`config.mk`:
```
export PLATFORM = sky130hd
export DESIGN_NAME = rsp_s1_prep_ahbic_rr_arb
export DESIGN_NICKNAME = d
export VERILOG_FILES = /design/src/rtl/rsp_s1_prep_ahbic_rr_arb.sv
export SDC_FILE = /design/constraint.sdc
export NUM_CORES = 1
export LEC_CHECK = 0
export BUFFER_PORTS_ARGS = -buffer_cell sky130_fd_sc_hd__clkbuf_2
export CORE_UTILIZATION = 57
export DETAILED_ROUTE_END_ITERATION = 16
export PLACE_DENSITY = 0.91
export SLEW_MARGIN = 20
export SYNTH_ARGS = -nofsm -noshare
export SYNTH_HDL_FRONTEND = slang
export SYNTH_SLANG_ARGS = --single-unit
```
`constraint.sdc`:
```
create_clock -name HCLK -period 3.25 [get_ports HCLK]
set_input_delay 0.325 -clock HCLK [delete_from_list [all_inputs] [get_ports HCLK]]
set_output_delay 0.325 -clock HCLK [all_outputs]
set_load 0.05 [all_outputs]
```
`src/rtl/rsp_s1_prep_ahbic_rr_arb.sv`:
```
// rsp_s1_prep_ahbic_rr_arb
//
// Round-robin arbiter for one AHB interconnect output stage. It selects which
// of four input stages is routed in the address phase. A grant can be held
// for a locked sequence, or for the remaining beats of a fixed-length burst.
//
// Parameters
//   BURST_HOLD    1: hold the grant for a whole defined-length burst
//                 0: re-arbitrate at every beat boundary
//
// Ports
//   HCLK          system clock, rising edge
//   HRESET        asynchronous, active-high reset
//   req_port0..3  request from input stage n (held_tran & sel)
//   HREADYM       muxed HREADY; all state advances only when it is 1
//   HSELM         HSEL of the currently routed port
//   HTRANSM[1:0]  HTRANS of the routed port
//   HBURSTM[2:0]  HBURST of the routed port
//   HMASTLOCKM    routed lock, already masked upstream
//   addr_in_port  registered index of the port routed in the address phase
//   no_port       registered; 1 = no port routed
//
// state   | meaning
// --------+-----------------------------------------------------------
// IDLE    | no owner, no_port = 1
// GRANT   | owner routed for a single or undefined-length transfer
// BURST   | owner held while fixed-length burst beats remain
// LOCK    | owner held while HMASTLOCKM is asserted

module rsp_s1_prep_ahbic_rr_arb #(
    parameter bit BURST_HOLD = 1'b1
) (
    input  logic       HCLK,
    input  logic       HRESET,
    input  logic       req_port0,
    input  logic       req_port1,
    input  logic       req_port2,
    input  logic       req_port3,
    input  logic       HREADYM,
    input  logic       HSELM,
    input  logic [1:0] HTRANSM,
    input  logic [2:0] HBURSTM,
    input  logic       HMASTLOCKM,
    output logic [1:0] addr_in_port,
    output logic       no_port
);

    typedef enum logic [1:0] {
        ST_IDLE  = 2'd0,
        ST_GRANT = 2'd1,
        ST_BURST = 2'd2,
        ST_LOCK  = 2'd3
    } state_t;

    localparam logic [1:0] TRANS_IDLE   = 2'b00;
    localparam logic [1:0] TRANS_BUSY   = 2'b01;
    localparam logic [1:0] TRANS_NONSEQ = 2'b10;
    localparam logic [1:0] TRANS_SEQ    = 2'b11;

    state_t     state_q, state_d;
    logic [1:0] addr_in_port_q, addr_in_port_d;
    logic       no_port_q, no_port_d;
    logic [3:0] beat_cnt_q, beat_cnt_d;
    logic [1:0] last_grant_q, last_grant_d;

    logic [3:0] req_vec;
    logic       rr_found;
    logic [1:0] rr_winner;
    logic [3:0] burst_len;

    // The burst length is encoded in HBURSTM[2:1]; the wrap/incr bit has no
    // effect on how long the grant is held.
    logic       unused_hburst_lsb;
    assign unused_hburst_lsb = HBURSTM[0];

    assign req_vec = {req_port3, req_port2, req_port1, req_port0};

    // Remaining beats after the NONSEQ: INCR4/WRAP4 -> 3, 8 -> 7, 16 -> 15.
    always_comb begin
        burst_len = 4'd0;
        case (HBURSTM[2:1])
            2'b01:   burst_len = 4'd3;
            2'b10:   burst_len = 4'd7;
            2'b11:   burst_len = 4'd15;
            default: burst_len = 4'd0;
        endcase
    end

    // Round-robin search: start one past the last granted port, first hit wins.
    always_comb begin
        logic [1:0] cand;
        rr_found  = 1'b0;
        rr_winner = 2'd0;
        cand      = 2'd0;
        for (int i = 1; i <= 4; i++) begin
            cand = last_grant_q + 2'(i);
            if (!rr_found && req_vec[cand]) begin
                rr_found  = 1'b1;
                rr_winner = cand;
            end
        end
    end

    always_comb begin
        logic       has_owner;
        logic       lock_hold;
        logic       burst_start;
        logic       reload_ok;
        logic [3:0] cnt_next;

        state_d        = state_q;
        addr_in_port_d = addr_in_port_q;
        no_port_d      = no_port_q;
        beat_cnt_d     = beat_cnt_q;
        last_grant_d   = last_grant_q;

        has_owner   = !no_port_q;
        lock_hold   = has_owner && HMASTLOCKM;
        burst_start = 1'b0;
        reload_ok   = 1'b0;
        cnt_next    = beat_cnt_q;

        if (HREADYM) begin
            case (HTRANSM)
                TRANS_SEQ: begin
                    // Saturate at zero so a stray SEQ cannot wrap the count.
                    if (beat_cnt_q != 4'd0) begin
                        cnt_next = beat_cnt_q - 4'd1;
                    end
                end
                TRANS_BUSY: begin
                    cnt_next = beat_cnt_q;
                end
                TRANS_NONSEQ: begin
                    cnt_next    = 4'd0;
                    burst_start = BURST_HOLD && HSELM && has_owner;
                end
                default: begin
                    cnt_next = 4'd0;
                end
            endcase

            // A NONSEQ inside a burst ends it early. The new burst may only
            // claim the hold if the owner keeps the bus anyway, either
            // through a lock or by winning the round-robin again.
            reload_ok = lock_hold || (state_q != ST_BURST) ||
                        (rr_found && (rr_winner == addr_in_port_q));
            if (burst_start && reload_ok) begin
                cnt_next = burst_len;
            end
            if (!has_owner) begin
                cnt_next = 4'd0;
            end

            beat_cnt_d = cnt_next;

            if (lock_hold) begin
                state_d = ST_LOCK;
            end else if (cnt_next != 4'd0) begin
                state_d = ST_BURST;
            end else if (rr_found) begin
                state_d        = ST_GRANT;
                addr_in_port_d = rr_winner;
                no_port_d      = 1'b0;
                if (no_port_q || (rr_winner != addr_in_port_q)) begin
                    last_grant_d = rr_winner;
                end
            end else begin
                state_d   = ST_IDLE;
                no_port_d = 1'b1;
            end
        end
    end

    always_ff @(posedge HCLK or posedge HRESET) begin
        if (HRESET) begin
            state_q        <= ST_IDLE;
            addr_in_port_q <= 2'b00;
            no_port_q      <= 1'b1;
            beat_cnt_q     <= 4'd0;
            last_grant_q   <= 2'b11;
        end else begin
            state_q        <= state_d;
            addr_in_port_q <= addr_in_port_d;
            no_port_q      <= no_port_d;
            beat_cnt_q     <= beat_cnt_d;
            last_grant_q   <= last_grant_d;
        end
    end

    assign addr_in_port = addr_in_port_q;
    assign no_port      = no_port_q;

endmodule

```
# Yosys cells after proc, flatten, opt, wreduce, memory -nomap -nowiden
# Index checks and enable logic that the tools add are counted.
# classes
n_mux	28
addsub	4
n_reduce_logical	19
n_eq_ne	9
order_cmp	4
bitwise	2
# ops
op	count
4-bit two-way mux	4
2-bit by 3-bit < comparator with 1-bit output, second input constant	4
1-bit two-way mux	12
2-bit two-way mux	6
4-bit one-hot mux with 3 select lines	1
1-bit binary-select mux with 2-bit select	4
2-bit equality test, second input constant	4
4-bit one-hot mux with 2 select lines	1
4-bit nonzero test	2
1-bit logical AND	7
5-bit AND reduction	1
2-bit adder, second input constant	2
2-bit by 1-bit equality test with 1-bit output, second input constant	2
1-bit zero test	4
4-bit AND reduction	1
4-bit by 1-bit subtractor with 4-bit output, second input constant	1
1-bit logical OR	3
3-bit AND reduction	1
2-bit by 1-bit adder with 2-bit output, second input constant	1
2-bit equality test	1
2-bit != test	1
2-bit != test, second input constant	1
1-bit inverter	2
# word_totals
in_bits	14
wordCells	71
out_inout_bits	3
register_bits	11

# Logic depth before layout (Yosys ltp)
# Gate-level depths: netlist of run 1.
# logic_depth
depth_word	23
ltp_mapped	9
ltp_nobuf	9

# Worst setup path after synthesis of run 1
# No wires, ideal clock.
# synth_path
path_type	register to register
startpoint	register beat_cnt_q[0]
endpoint	register last_grant_q[1]
synth_period_minus_slack_ns	2.192
setup_slack_ns	1.058
arrival_ns	2.109
path_stages_with_launch	10
t_required_ns	3.168
setup_ns	0.082
n_path_buf	0
path_cell_list	dfrtp_1 -> inv_1 -> ha_1 -> or3b_4 -> a21o_1 -> a31oi_4 -> nor4_2 -> and2_4 -> nand2b_2 -> mux2_4
# synth_between
elab_chain_cells	9
elab_cells_between_ends	10
classes_between	add/sub (1); mux (5); bitwise (1); reduce/logical (3)
# synth_rtl
element	line	source
start: declaration	63	logic [3:0] beat_cnt_q, beat_cnt_d;
start signal: assignment	186	beat_cnt_q <= beat_cnt_d;
4-bit by 1-bit subtractor with 4-bit output / 4-bit nonzero test (equally long branches)	128, 127	
4-bit two-way mux	127	if (beat_cnt_q != 4'd0) begin
4-bit one-hot mux with 2 select lines *	124	case (HTRANSM)
4-bit two-way mux *	148	if (burst_start && reload_ok) begin
4-bit two-way mux *	151	if (!has_owner) begin
4-bit two-way mux *	123	if (HREADYM) begin
4-bit nonzero test *	159	end else if (cnt_next != 4'd0) begin
1-bit inverter (no line) *	-	
5-bit AND reduction (no line) *	-	
end signal: assignment	187	last_grant_q <= last_grant_d;
end: declaration	64	logic [1:0] last_grant_q, last_grant_d;
# Mark *: on every way between the ends. The rest lies on a longest branch, timed or not. The select of a mux whose other input is x is not followed.
# A chain may end at the register's enable or synchronous reset.

# Worst setup path in the final report of run 1
# Ends and elaborated chain as after synthesis.

==> results of run 1 <==
[worst paths after layout]
path	endpoint	cells past startpoint	slack [ns]
min in group HCLK	beat_cnt_q[3]	3	0.32
max	last_grant_q[1]	9	0.87
max reg2reg	last_grant_q[1]	9	0.87
max in group asynchronous	last_grant_q[0]	2	2.90
min reg2reg	state_q[1]	1	0.49
min	state_q[1]	2	0.02
[worst register-to-register path, delay by kind of cell (launching register included)]
family                   cells  cell delay, ns
AND/OR/NAND/NOR              5            1.13
flip-flops                   1            0.42
multiplexers                 1            0.30
adder cells (fa/ha/maj)      1            0.26
AO/OA/AOI/OAI                1            0.11
buffers and inverters        1            0.09
[registers in the layout, summed over array words and instances (netlist names)]
register	flops
last_grant_q	2
no_port	1
beat_cnt_q	4
state_q	2
addr_in_port	2
[stage by stage]
step	utilization (%)	worst slack (ns)
3_3_place_gp	71.2	0.946
4_1_cts	73.1	0.876
2_1_floorplan	-	1.06
6_report	73.1	0.870
5_1_grt	73.1	0.758
3_5_place_dp	71.2	0.888
[power by group]
part	switching (W)	internal (W)
logic	0.000241	0.000182
clock network	0.0000459	0.0000476
registers	0.0000530	0.000195
[layout by cell type (no fill, tap or decap), types with 2 or more instances in the layout]
| cell | instances |
|---|---|
| a21o_1 | 2 |
| clkbuf_2 | 15 |
| clkbuf_4 | 3 |
| nor3_1 | 2 |
| nor2_1 | 10 |
| and2_1 | 2 |
| o21ai_0 | 5 |
| o2111ai_1 | 2 |
| nand3_1 | 2 |
| nand2_1 | 11 |
| dfrtp_1 | 8 |
| o22ai_1 | 2 |
| nand2b_1 | 3 |
| a21oi_1 | 2 |
| inv_1 | 6 |
| o21ai_1 | 7 |
| dfstp_2 | 3 |
| nor2b_1 | 2 |
| nor4_1 | 2 |
[routing by layer]
metal	wire [um]	part of all wire [%]	global-route usage, %	vias to the layer above
li1	-	-	-	428
met1	928	47	39.2	382
met2	892	46	48.4	36
met3	117	6.0	7.98	4
met4	16	0.82	5.65	0
met5	0	0	0	-
[final cells by class]
cell class	instances	area (um2)
Clock buffer	4	26.3
Fill cell	109	368
Inverter	7	26.3
Multi-Input combinational cell	85	573
Sequential cell	11	279
Tap cell	15	18.8
Timing Repair Buffer	15	75.1
[logic make-up (layout without fill, tap and decap cells)]
| logic type | count (synthesis) | count (layout) | share of synthesized area [%] |
|---|---|---|---|
| buffers and inverters | 8 | 26 | 3.54 |
| xor gates and xnor gates | 1 | 1 | 0.992 |
| and+or+nand+nor | 47 | 47 | 30.9 |
| muxes | 3 | 3 | 4.11 |
| DFF | 11 | 11 | 31.6 |
| AOI/OAI and AO/OA | 33 | 33 | 27.5 |
| adders and majority gates | 1 | 1 | 1.42 |
==> results.md, run 1 <==
- Initial antenna violation count: 0
- Synthesized Nets: between 100 and 150
- CP startpoint kind: flip-flop
- CTS Buf Count: 3
- Crit path buf inv count: 1
- Inst Count DP: between 100 and 150
- Die height: a little over 40 um
- Crit-path slowest cell: or3b_4
- Asr flop ratio synth: 100%
- CTS max path bufs: 2
- Final net count: ~140
- Flops & latches, synth: 11
- CTS tree: built
- I/O pins: 17
- Clk sinks: 11
- Setup crit end kind: flip-flop
- Synth top area share: 22.7%
- Setup TNS: 0 ns
- Worst skew pair latency: about 0.27 ns
- Total power: 0.000764 W
- Pleak: ~0.44 nW
- Cell Chain, Critical Path: inv_1, ha_1, or3b_4, nand3b_2, a31oi_4, nor4_2, and2_4, nand2b_2, mux2_4
- Layout cells sized above 1: around a quarter
- Primary FF master, synth: dfrtp_1
- Routed wire length: about 2000 um
- Required @ worst endpoint: ~3.5 ns
- Pin count of the biggest net entering global routing: 12
- First-pass GRT wire length: 3330 um
- Area Overhead vs Synth: 13.0%
- Worst Hold Class: in -> async
- Final instance area: about 1000 um2
- Most common cell in the netlist: nand2_1
- TritonRoute pass-1 iters: 4
- Max Fclk: between 400 and 500 MHz
- Global-route usage over all layers: 29.6%
- Max-slew headroom: around 55%
- # Post-CTS Setup Buffers: 0
- Cts-stage hold buffer count: 0
- Post-synth top cells: nand2_1, nor2_1, dfrtp_1
- WL per Instance: 14.3 um
- Measured slew at the worst slew-check pin: 0.674 ns
- DRC: 0
- Htree depth: 1
- Overflow after GRT: 0
- Final Hold Vio Count: 0
- Root Buffer: clkbuf_4
- RSZ-0062 raised after global routing: false
- Status: finished clean
- Setup violators final: 0
- Seq/Total Area, Yosys: 31.6%
- Crit path largest cell delay: roughly 0.43 ns
- # rows: 13
- Critical path arrival: ~2.6 ns
- Synth cell types: 50
- Delay-heaviest family, CP: simple AND/OR/NAND/NOR gates
- Vias in the first global route: 785
- Core area: 0.00137 mm2
- # resized after CTS: 0
- DR vias: 850
- Pwr/cell area: 765 mW/mm2
- DP Wirelength: 1480 um
- Yosys synthesis warning count: 0
- Syn Area/Cell: 8.49 um2
- Drt initial violations: 28
- I/O Buffers: 15
- Gp weighted congestion: 0.879
- Crit Path Max Fanout: 6
- Clk_skew: 0.000965 ns
- Antenna Diode Count: 0
- Tmin final: 2.38 ns
- Top post-synthesis cells by area: dfrtp_1, dfstp_2, nand2_1, nor2_1, o21ai_1
- Worst vdd ir: about 520 uV
- Number of flops mapped to enable cells by yosys: 0
- Initial Util: 64.7%
- Max-cap violations: 0
- Crit Path Class: reg -> reg
- DR vias/cell: 6.20
- Area leader, netlist: dfrtp_1
- Syn Std Cell Area: 883 um2
- Crit share post-route: approximately three quarters
- Die X: 41.4 um
- Reg clk slew, reported paths: 0.07 ns
- Reg2reg start: beat_cnt_q[0]
- Non-filler cells, final: between 100 and 150
- Slew Viols, Final: 0
- Crit. Startpoint: beat_cnt_q[0]
- Placed Area: 972 um2
- Hold Slack: 0.0207 ns
- Antenna viol nets, final: 0
- Die area: around 0.0017 mm2
- Synth Instances: 104
(Power assumes the default switching activity.)
==> inputs of run 2 (changes only) <==
- CORE_UTILIZATION: 57 -> 48
- PLACE_DENSITY: 0.91 -> 0.83
- clock period: 3.25 -> 1.9 ns (I/O delays scaled with it)
==> run 2 against run 1 <==
The flow now finishes with violations (negative setup slack); maximum frequency up 16%; via count rose by 15%; utilization increased by 3.3 points; design area grew 32%; setup slack worse by 1.0 ns; non-clock buffer count is 22 higher; wire length rose by 33%; combinational power grew to 2.7 times the previous value; flip-flop and latch count stayed put; critical path type unchanged; largest cell class unchanged.
==> results.md, run 2 (synthesized netlist as in run 1, its figures left out) <==
- Status: finished, violations left (was finished clean)
- Failing checks: negative setup slack
- DR vias: 980 (was 850)
- Pin count of the biggest net entering global routing: 12 (unchanged)
- Max-cap violations: 0 (unchanged)
- Die area: 0.00202 mm2 (was 0.00171 mm2)
- Area Overhead vs Synth: 49.3% (was 13.0%)
- Crit share post-route: 108% (was 73.2%)
- CTS tree: built (unchanged)
- Reg power frac: 24.8% (was 32.5%)
- RSZ-0062 raised after global routing: true (was false)
- Crit Path Max Fanout: 3 (was 6)
- Sw power: 0.000757 W (was 0.000339 W)
- CTS max path bufs: 2 (unchanged)
- CTS Buf Count: 3 (unchanged)
- DP Wirelength: 1860 um (was 1480 um)
- Root Buffer: clkbuf_4 (unchanged)
- Core area: 0.00173 mm2 (was 0.00137 mm2)
- Setup violators final: 5 (was 0)
- Pre-CTS setup slack: -0.191 ns (was 0.888 ns)
- Htree depth: 1 (unchanged)
- Gate power share: 65.4% (was 55.3%)
- Met2 GRT Util: 46.2% (was 48.4%)
- First-pass GRT wire length: 3880 um (was 3330 um)
- Vias in the first global route: 921 (was 785)
- Clk_skew: 0.00872 ns (was 0.000965 ns)
- DR vias/cell: 5.80 (was 6.20)
- I/O pins: 17 (unchanged)
- Layout cells sized above 1: 49.3% (was 24.6%)
- Die height: 44.9 um (was 41.4 um)
- Pleak: 0.591 nW (was 0.439 nW)
- Crit Path Class: reg -> reg (unchanged)
- TritonRoute pass-1 iters: 4 (unchanged)
- Cell Chain, Critical Path: inv_2, ha_4, or3b_4, a21o_1, a31oi_4, nor4_2, and2_4, nand2b_4, mux2_4 (was inv_1, ha_1, or3b_4, nand3b_2, a31oi_4, nor4_2, and2_4, nand2b_2, mux2_4)
- CP startpoint kind: flip-flop (unchanged)
- Measured slew at the worst slew-check pin: 0.459 ns (was 0.674 ns)
- Worst vdd ir: 893 uV (was 524 uV)
- Antenna viol nets, final: 0 (unchanged)
- DRC: 0 (unchanged)
- Initial Util: 51.2% (was 64.7%)
- Largest Register: beat_cnt_q (unchanged)
- Final net count: 160 (was 138)
- Required @ worst endpoint: 2.11 ns (was 3.45 ns)
- Gr busiest metal: met2 (unchanged)
- Commonest non-fill, non-tap cell in the layout: buf_4 (was clkbuf_2)
- Internal Power: 0.000985 W (was 0.000425 W)
- Critical path arrival: 2.27 ns (was 2.58 ns)
- Max Fclk: 486 MHz (was 420 MHz)
- Setup TNS: -0.521 ns (was 0 ns)
- # rows: 15 (was 13)
- Worst skew pair latency: 0.28 ns (was 0.27 ns)
- Sw frac: 43.4% (was 44.4%)
- Slew Viols, Final: 0 (unchanged)
- M3 GR Usage: 4.40% (was 7.98%)
- Overflow after GRT: 0 (unchanged)
- Most frequent cells in the layout: buf_4, clkbuf_2, nor2_1, nand2_1, dfrtp_1 (was clkbuf_2, nand2_1, nor2_1, dfrtp_1, o21ai_1)
- Reg clk slew, reported paths: 0.08 ns (was 0.07 ns)
- Max-slew headroom: 69.4% (was 54.6%)
- I/O Buffers: 15 (unchanged)
- Antenna Diode Count: 0 (unchanged)
- Global-route usage over all layers: 27.6% (was 29.6%)
- WL per Instance: 15.3 um (was 14.3 um)
- Total power: 0.00174 W (was 0.000764 W)
- Setup crit end kind: flip-flop (unchanged)
- Clk sinks: 11 (unchanged)
- Worst Hold Class: in -> reg (was in -> async)
- Initial antenna violation count: 0 (unchanged)
- Final setup margin: -0.159 ns (was 0.870 ns)
- Tmin final: 2.06 ns (was 2.38 ns)
- Drt initial violations: 38 (was 28)
- Gp weighted congestion: 0.806 (was 0.879)
- Clock power share: 9.8% (was 12.2%)
- Die X: 44.9 um (was 41.4 um)
- Pwr/cell area: 1320 mW/mm2 (was 765 mW/mm2)
- Fillers: 112 (was 109)
- Final Hold Vio Count: 0 (unchanged)
- Crit-path slowest cell: dfrtp_1 (was or3b_4)
- M1 GR Usage: 33.2% (was 39.2%)
- Routed wire length: 2590 um (was 1950 um)
- Crit path largest cell delay: 0.41 ns (was 0.43 ns)
- Max reg flops: 4 (unchanged)
[run 2: cell types whose count changed in the layout (fill, tap and decap cells not counted), sizes merged]
cell / before / now
dlygate4sd3: 0 / 1
buf: 0 / 21
[run 2: path summary, 6_finish.rpt]
| check | startpoint | end | slack [ns] | cells after the start |
|---|---|---|---|---|
| worst max-delay path | beat_cnt_q[0] | last_grant_q[1] | -0.16 | 9 |
| worst min-delay path | HBURSTM[2] | beat_cnt_q[3] | 0.18 | 3 |
| worst max register to register | beat_cnt_q[0] | last_grant_q[1] | -0.16 | 9 |
| worst min register to register | state_q[1] | state_q[1] | 0.48 | 1 |
| max in group asynchronous | HRESET | last_grant_q[1] | 1.11 | 3 |
| min in group asynchronous | HRESET | addr_in_port[1] | 0.44 | 3 |
[run 2: critical path, delay by kind of cell, from the launching register on]
kind	cells	cell delay [ns]
compound gates	2	0.37
fa+ha+maj	1	0.13
buf+inv	1	0.08
flops	1	0.41
mux	1	0.29
simple gates	4	0.69
[run 2: power groups by stage]
stage	combinational [W]	sequential [W]	clock (W)
floorplan	0.000560	0.000497	0
finish	0.00114	0.000432	0.000171
global placement	0.000913	0.000402	0
global route	0.00121	0.000438	0.000182
detailed placement	0.000944	0.000412	0
CTS	0.00107	0.000422	0.000168
[run 2: layout make-up]
type	count	area (um2)	area share, %
Multi-Input combinational cell	85	701	53.1
Sequential cell	11	283	21.4
Clock buffer	4	26.3	1.99
Timing Repair Buffer	37	250	19.0
Inverter	7	27.5	2.09
Tap cell	25	31.3	2.37
[run 2: metrics by stage]
stage,cell area (um2),hold slack (ns),util [%],instances
6_report,1320,0.179,76.4,169
2_1_floorplan,926,0.0403,-,104
5_1_grt,1320,0.201,76.4,169
3_5_place_dp,1170,0.195,67.8,162
3_3_place_gp,1170,0.184,67.8,162
4_1_cts,1290,0.177,74.7,169
[run 2: what timing repair did]
item / 4_1_cts / 5_1_grt
gates resized for setup: 14 / 8
pin swaps: 10 / 10
hold buffers: 1 / 0
hold endpoints to repair: 8 / 0
cloned: 0 / 0
setup endpoints to repair: 10 / 10
buffers inserted: 2 / 0
[run 2: per-layer routing]
metal | share of wire (%) | wire (um)
met1 | 42 | 1090
met2 | 50 | 1300
met3 | 4.0 | 105
met4 | 3.5 | 92
met5 | 0 | 0
